===== config.mk =====
export PLATFORM = sky130hd
export DESIGN_NAME = sha256_round_engine
export DESIGN_NICKNAME = d
export VERILOG_FILES = /design/src/rtl/sha256_round_engine.sv
export SDC_FILE = /design/constraint.sdc
export NUM_CORES = 2
export LEC_CHECK = 0
export ABC_CLOCK_PERIOD_IN_PS = 87500
export BUFFER_PORTS_ARGS = -buffer_cell sky130_fd_sc_hd__buf_2
export CORE_UTILIZATION = 40
export DETAILED_ROUTE_END_ITERATION = 10
export GPL_TIMING_DRIVEN = 0
export HOLD_SLACK_MARGIN = 0.03
export SYNTH_ARGS = -nofsm -noshare
export SYNTH_HDL_FRONTEND = slang
export SYNTH_SLANG_ARGS = --single-unit

===== constraint.sdc =====
create_clock -name clock -period 87.5 [get_ports clock]
set_clock_uncertainty 0.1 [all_clocks]
set_input_delay 26.25 -clock clock [delete_from_list [all_inputs] [get_ports clock]]
set_output_delay 26.25 -clock clock [all_outputs]
set_load 0.1 [all_outputs]

===== src/rtl/sha256_round_engine.sv =====
// SHA-256 compression core: one round per accepted schedule word,
// followed by a final add of the working variables into the chaining value.
module sha256_round_engine #(
    parameter int ROUNDS = 64
) (
    input  logic                       clock,
    input  logic                       reset,
    input  logic                       start,
    input  logic [255:0]               hash_in,
    input  logic                       w_valid,
    input  logic [31:0]                w_word,
    output logic                       w_ready,
    output logic [$clog2(ROUNDS)-1:0]  round_index,
    output logic                       busy,
    output logic                       done,
    output logic [255:0]               hash_out
);

    localparam int IW = $clog2(ROUNDS);
    localparam logic [IW-1:0] LAST = IW'(ROUNDS - 1);

    localparam logic [31:0] K [0:63] = '{
        32'h428a2f98, 32'h71374491, 32'hb5c0fbcf, 32'he9b5dba5,
        32'h3956c25b, 32'h59f111f1, 32'h923f82a4, 32'hab1c5ed5,
        32'hd807aa98, 32'h12835b01, 32'h243185be, 32'h550c7dc3,
        32'h72be5d74, 32'h80deb1fe, 32'h9bdc06a7, 32'hc19bf174,
        32'he49b69c1, 32'hefbe4786, 32'h0fc19dc6, 32'h240ca1cc,
        32'h2de92c6f, 32'h4a7484aa, 32'h5cb0a9dc, 32'h76f988da,
        32'h983e5152, 32'ha831c66d, 32'hb00327c8, 32'hbf597fc7,
        32'hc6e00bf3, 32'hd5a79147, 32'h06ca6351, 32'h14292967,
        32'h27b70a85, 32'h2e1b2138, 32'h4d2c6dfc, 32'h53380d13,
        32'h650a7354, 32'h766a0abb, 32'h81c2c92e, 32'h92722c85,
        32'ha2bfe8a1, 32'ha81a664b, 32'hc24b8b70, 32'hc76c51a3,
        32'hd192e819, 32'hd6990624, 32'hf40e3585, 32'h106aa070,
        32'h19a4c116, 32'h1e376c08, 32'h2748774c, 32'h34b0bcb5,
        32'h391c0cb3, 32'h4ed8aa4a, 32'h5b9cca4f, 32'h682e6ff3,
        32'h748f82ee, 32'h78a5636f, 32'h84c87814, 32'h8cc70208,
        32'h90befffa, 32'ha4506ceb, 32'hbef9a3f7, 32'hc67178f2
    };

    typedef enum logic [1:0] {IDLE, ROUND, FINAL} state_t;

    state_t state, state_nx;

    logic [31:0]  a, b, c, d, e, f, g, h;
    logic [255:0] h_lat;
    logic [31:0]  t1, t2;
    logic         xfer;

    function automatic logic [31:0] big_s0(input logic [31:0] x);
        return {x[1:0], x[31:2]} ^ {x[12:0], x[31:13]} ^ {x[21:0], x[31:22]};
    endfunction

    function automatic logic [31:0] big_s1(input logic [31:0] x);
        return {x[5:0], x[31:6]} ^ {x[10:0], x[31:11]} ^ {x[24:0], x[31:25]};
    endfunction

    assign xfer = w_valid && w_ready;

    // Round function for the word currently on w_word
    always_comb begin
        t1 = h + big_s1(e) + ((e & f) ^ (~e & g)) + K[round_index] + w_word;
        t2 = big_s0(a) + ((a & b) ^ (a & c) ^ (b & c));
    end

    // State register
    always_ff @(posedge clock or posedge reset) begin
        if (reset) state <= IDLE;
        else       state <= state_nx;
    end

    // Next-state logic
    always_comb begin
        state_nx = state;
        unique case (state)
            IDLE:    if (start) state_nx = ROUND;
            ROUND:   if (xfer && round_index == LAST) state_nx = FINAL;
            FINAL:   state_nx = IDLE;
            default: state_nx = IDLE;
        endcase
    end

    // Handshake and status decoded from state
    always_comb begin
        w_ready = (state == ROUND);
        busy    = (state != IDLE);
    end

    // Working variables, chaining latch, round counter and result
    always_ff @(posedge clock or posedge reset) begin
        if (reset) begin
            {a, b, c, d, e, f, g, h} <= '0;
            h_lat       <= '0;
            round_index <= '0;
            hash_out    <= '0;
            done        <= 1'b0;
        end else begin
            done <= 1'b0;
            unique case (state)
                IDLE: begin
                    if (start) begin
                        h_lat                    <= hash_in;
                        {a, b, c, d, e, f, g, h} <= hash_in;
                        round_index              <= '0;
                    end
                end
                ROUND: begin
                    if (xfer) begin
                        h           <= g;
                        g           <= f;
                        f           <= e;
                        e           <= d + t1;
                        d           <= c;
                        c           <= b;
                        b           <= a;
                        a           <= t1 + t2;
                        round_index <= round_index + 1'b1;
                    end
                end
                FINAL: begin
                    hash_out <= {h_lat[255:224] + a, h_lat[223:192] + b,
                                 h_lat[191:160] + c, h_lat[159:128] + d,
                                 h_lat[127:96]  + e, h_lat[95:64]   + f,
                                 h_lat[63:32]   + g, h_lat[31:0]    + h};
                    done     <= 1'b1;
                end
                default: ;
            endcase
        end
    end

endmodule

## Word level (Yosys, flattened, before mapping)

Memory sizes are Yosys's and may differ from the RTL's.
Index checks and enable logic that the tools add are counted.

- $add $sub $neg: 16
- Order comparisons: 1
- Eq/ne operators: 6
- Multiplexer cells: 33
- Bitwise logic cells: 14
- Reductions and logical operators: 8

Operators with widths:

| kind | number |
|---|---|
| 32-bit two-way mux | 18 |
| 32-bit one-hot mux with 2 select lines | 8 |
| 32-bit adder | 15 |
| 32-bit bitwise XOR | 7 |
| 32-bit AND | 5 |
| 32-bit NOT | 1 |
| 6-bit two-way mux | 2 |
| 6-bit one-hot mux with 2 select lines | 1 |
| 7-bit greater-or-equal comparator (second input constant) | 1 |
| 6-bit NOT with 7-bit output | 1 |
| 6-bit by 1-bit adder with 6-bit output (second input constant) | 1 |
| 6-bit == test (second input constant) | 1 |
| 2-bit two-way mux | 2 |
| 2-bit by 1-bit inequality test with 1-bit output (second input constant) | 2 |
| 2-bit one-hot mux with 2 select lines | 1 |
| 2-bit AND reduction | 2 |
| 2-bit nonzero test | 2 |
| 3-bit AND reduction | 1 |
| 2-bit by 1-bit == test with 1-bit output (second input constant) | 1 |
| 2-bit == test (second input constant) | 1 |
| 1-bit logical AND | 2 |
| 2-bit logical NOT | 1 |
| 2-bit inequality test (second input constant) | 1 |
| 1-bit two-way mux | 1 |

- Register bits: 777
- Memory bits (read-only): 2048
- Bits of input ports: 292
- Memories: 1

Memories:

| memory | depth | width | read ports | clocked after memory_dff | wr ports | line | RTL |
|---|---|---|---|---|---|---|---|
| (name not given) | 64 | 32 | 1 | 0 | 0 | 62 | `t1 = h + big_s1(e) + ((e & f) ^ (~e & g)) + K[round_index] + w_word;` |

## Longest topological paths before layout

- Word-level depth: 9
- Depth in mapped cells: 43
- Depth with buffers taken out: 41

## Worst setup path before layout

Ideal clock, no wire load.

- Kind: input port to flip-flop
- Start: input port w_word[2]
- End: register a[31]
- Library setup time: 0.136 ns
- Data arrival time: 32.944 ns
- Required time: 87.264 ns
- Setup slack: 54.321 ns
- Cell stages on the path: 34
- Buffers on the path: 0
- Path through: inv_1 > fa_1 > inv_1 > fa_1 > inv_1 > fa_1 > inv_1 > ha_1 > a21o_1 > a21oi_1 > o21ai_0 > o211a_1 > a311o_1 > a21oi_1 > nor2_1 > o21ai_0 > nand2b_1 > xor2_1 > inv_1 > fa_1 > inv_1 > ha_1 > a211oi_1 > nand2_1 > o41ai_1 > o311a_1 > o21ai_0 > a41o_1 > a31oi_1 > o221ai_1 > a21oi_1 > xnor2_1 > xnor2_1 > o21ai_0

- Cells in the longest elaborated chain, start to end: 4

RTL lines:

| item | line | RTL |
|---|---|---|
| start, declared | 11 | `input logic [31:0] w_word,` |
| 32-bit adder | 62 |  |
| 32-bit adder | 116 | `a <= t1 + t2;` |
| 32-bit two-way mux | 108 | `if (xfer) begin` |
| 32-bit one-hot mux with 2 select lines | 99 | `unique case (state)` |
| end signal, assigned | 103 | `{a, b, c, d, e, f, g, h} <= hash_in;` |
| end signal, assigned | 116 |  |
| end, declared | 45 | `logic [31:0] a, b, c, d, e, f, g, h;` |

Every way passes these cells. The select of a mux whose other input is x is not followed.
A chain may end at the register's enable or synchronous reset.

## Worst setup path in the final report

- Start: input port w_word[5]
- End: register a[31]

The elaborated chain is that of the path after synthesis.

==> reports/summary.md <==
The tools report the arrival time at the worst endpoint as 34.79 ns. In this run, synthesis inferred 0 flip-flops with an integrated enable. Clock-pin slew on the worst setup and hold paths: 0.07 ns. The overall die width is 369 um, and the required time at the worst-slack endpoint is 88.00 ns. Setup violations remaining at the end of the flow were counted as 0. The vertical die dimension was 369 um; the aggregate global-route resource usage was 36.4%. The tools report the clock tree root buffer cell as clkbuf_16. The element type at the critical path start is a primary input.

The area of the core was 133000 um2; the largest net degree at the start of global routing was 127. The tools report the number of nets with antenna violations after routing as 0. At the pin with the least slew margin, the transition time is 1.57 ns. The number of cells traversed by the worst register-to-register path is 40, and the clock insertion delay at the later pin of the skew report is 0.76 ns.

The tools report the leftover overflow at the end of global routing as 0. The number of maximum-capacitance violations was 1; the register bit count reported by yosys was 777. Once the clock tree was built, the setup fixing pass inserted 0 buffers. The routed layout has 51900 vias.

The initial core utilization was 40.3%. The top layer reached by signal wires is met5. By area the synthesized netlist is led by dfrtp_1, nand2_1, ha_1, fa_1, o21ai_0. The cell count after synthesis came out at 6548. The floorplan step defined a die boundary enclosing 136000 um2. The path class of the tightest hold or removal check is reg2reg. For the number of antenna violations at the first check in global routing, the log shows 29. In this run the cell area of the synthesized design comes to 53800 um2. For this run, the slowest stage of the critical path takes 0.70 ns.

The number of nets in the synthesized netlist is 7341. In this run the worst path has a maximum fanout of 4. The end of the worst hold path is hash_out[56]. The checks that failed: capacitance limit, slew limit. In this run the critical register-to-register path is captured at a[31]. TritonCTS built the clock tree. The number of max-slew violations in the final report was 11. Setup repair after global routing left no endpoint under its margin. For flop-to-flop paths, the worst setup slack is 75.31 ns.

In this run, the number of DRC markers left after iteration 0 of detailed routing was 5040. After detailed routing, the wire length on met1 is 99.3 mm. The first detailed-routing pass took 6 iterations. In this run the tool buffered the top-level ports with 556 buffer cells. The startpoint identified for the worst hold timing path is hash_out[56]. Summed over all nets, wire length on met3 after detailed routing comes to 19.6 mm. The commonest register cell after synthesis was dfrtp_1. The routed design uses 114 mm of met2 wire.

Headroom to the max-slew limit came out at -4.89%. Final hold violation count: 0. Summed over all instances, the cell type with the most area after synthesis is dfrtp_1. In the routed design, unresolved DRC markers number 0. The worst setup path category is in2reg. Of the cells placed in the final design, the portion with a size suffix greater than 1 is 10.9%. The smallest clock period supported by the final layout is computed as 34.29 ns. The area share of the largest cell type after synthesis is 36.1%. The slowest stage of the critical path is the o41ai_1 cell.

The tools report the number of nets in the layout as 8002. The cell count of the worst hold path was 2. Most frequent cell after synthesis: nand2_1.

The final wirelength came out at 252 mm. The floorplan has 134 rows. By count the netlist is led by nand2_1, dfrtp_1, o21ai_0, nor2_1, inv_1. The worst setup path is captured at a flop.

After detailed routing, the average wire length per cell comes to 27.8 um. The H-tree generated during clock tree synthesis spans 3 levels. The first global-routing pass estimated 353 mm of wire. The number of gates resized after CTS was 0. For this run, asynchronously set or reset flops after synthesis account for 100%. 557 I/O pins were placed. After filler insertion, the fill cell instance count of the layout stands at 13500. The run gives 50200 as the number of global-route vias before repair. The flow ran to the end, but the final reports show violations. Detailed placement finished with a half-perimeter wire length of 203 mm. Synthesis instantiated 80 different standard cells from the library. The post-synthesis average cell area is 8.22 um2. Cell type with the highest occurrence count on the critical path: inv_1.

The number of hold buffers added after CTS was 0. For the setup total negative slack, the log shows 0 ns. The run gives 1.06 as the last weighted congestion value of the routability-driven placer. The tools report the source of the worst register-to-register timing path as round_index[1]. In this run, CTS created clock tree buffers numbering 91. In the finished design, the share of the clock period the worst path needs comes to 39.2%. Dividing the detail-routed via count by the number of cells gives 5.72. The Yosys step of the flow raised 0 warnings. The signed area change from the synthesized netlist to the final layout is 15.5%, and the number of buffers on the longest clock path is 3. The maximum clock frequency is 29.2 MHz, and the total clock sinks is 777. The sequential-to-total area share from yosys stat is 36.1%.
## worst max-delay path: cells and delay by family
family | cells | cell delay [ns]
simple gates | 5 | 0.81
buf+inv | 7 | 0.67
fa+ha+maj | 6 | 2.61
compound gates | 14 | 3.57
xor+xnor | 3 | 0.87
## state kept, by name, indices dropped and copies added (netlist names)
register	cells
hash_out	256
c	32
h_lat	256
state	2
f	32
h	32
e	32
done	1
g	32
b	32
round_index	6
d	32
a	32
## cells by family (layout without fill, tap and decap cells)
family                   count (synthesis)  in the layout  share of synthesized area (%)
XOR/XNOR                               439            439                           7.14
buffers and inverters                  756           1489                           5.28
multiplexers                            47             47                           1.06
flip-flops                             777            777                           36.1
AND/OR/NAND/NOR                       2371           2371                           17.9
adder cells (fa/ha/maj)                504            504                           13.6
AO/OA/AOI/OAI                         1654           1654                           18.9
other                                    0             23                              0
## stage by stage
stage	cells	setup slack, ns	hold slack [ns]	util (%)	cell area, um2
after global routing	9053	52.71	0.390	46.6	62100
after CTS	9048	53.30	0.376	46.5	62100
after global placement	8872	29.75	0.351	44.1	58800
after detailed placement	8883	52.53	0.363	44.3	59100
after floorplan	6548	39.34	0.350	-	53800
final	9072	53.21	0.368	46.6	62200
## worst max path at each step
stage | startpoint | slack (ns) | cells after the start | end
floorplan | reset | 39.34 | 1 | a[0]
global placement | reset | 29.75 | 2 | hash_out[159]
detailed placement | w_word[2] | 52.53 | 35 | a[31]
CTS | w_word[2] | 53.30 | 35 | a[31]
global route | w_word[2] | 52.71 | 35 | a[31]
finish | w_word[5] | 53.21 | 35 | a[31]
## layout by cell type, fill, tap and decap left out, types with 12 or more instances in the layout
cell | Yosys | routed
mux2_2 | 30 | 30
xnor2_1 | 246 | 246
a31oi_1 | 252 | 252
nor2b_1 | 48 | 48
diode_2 | 0 | 23
or3_1 | 17 | 17
buf_2 | 2 | 559
and3_1 | 19 | 19
buf_1 | 29 | 28
a21oi_1 | 343 | 343
nand2_1 | 1640 | 1640
o21a_1 | 59 | 59
a22oi_1 | 12 | 12
nor3_1 | 46 | 46
o21bai_1 | 45 | 45
o31ai_1 | 39 | 39
nor2_1 | 414 | 414
inv_1 | 403 | 402
dfrtp_1 | 777 | 777
clkbuf_1 | 320 | 334
xor2_1 | 193 | 193
ha_1 | 368 | 368
a211oi_1 | 57 | 57
clkbuf_16 | 0 | 91
clkinv_2 | 0 | 13
nand3_1 | 45 | 45
mux2i_1 | 12 | 12
o211ai_1 | 21 | 21
a21boi_0 | 13 | 13
a21o_1 | 169 | 169
fa_1 | 133 | 133
nand4_1 | 16 | 16
nand2b_1 | 74 | 74
clkbuf_8 | 0 | 15
o21ai_0 | 506 | 506
## area by class of cell
class	count	area, um2	share of cell area [%]
clock inverters	37	444	0.714
repair buffers	568	3070	4.93
multi-input cells	5015	31500	50.7
inverters	405	1530	2.46
clock buffers	128	2570	4.13
diodes	23	57.6	0.0926
well taps	1768	2210	3.56
flip-flops and latches	777	19400	31.3
plain buffers	351	1330	2.14
## metal layers
metal  vias up  global-route usage, %
li1      23500                      -
met1     25300                   44.9
met2      2435                   57.7
met3       671                   6.83
met4        18                   24.6
met5         -                      0
Power is not shown: default switching activity piles up to over one toggle a cycle in this logic, so the estimate is an artifact.
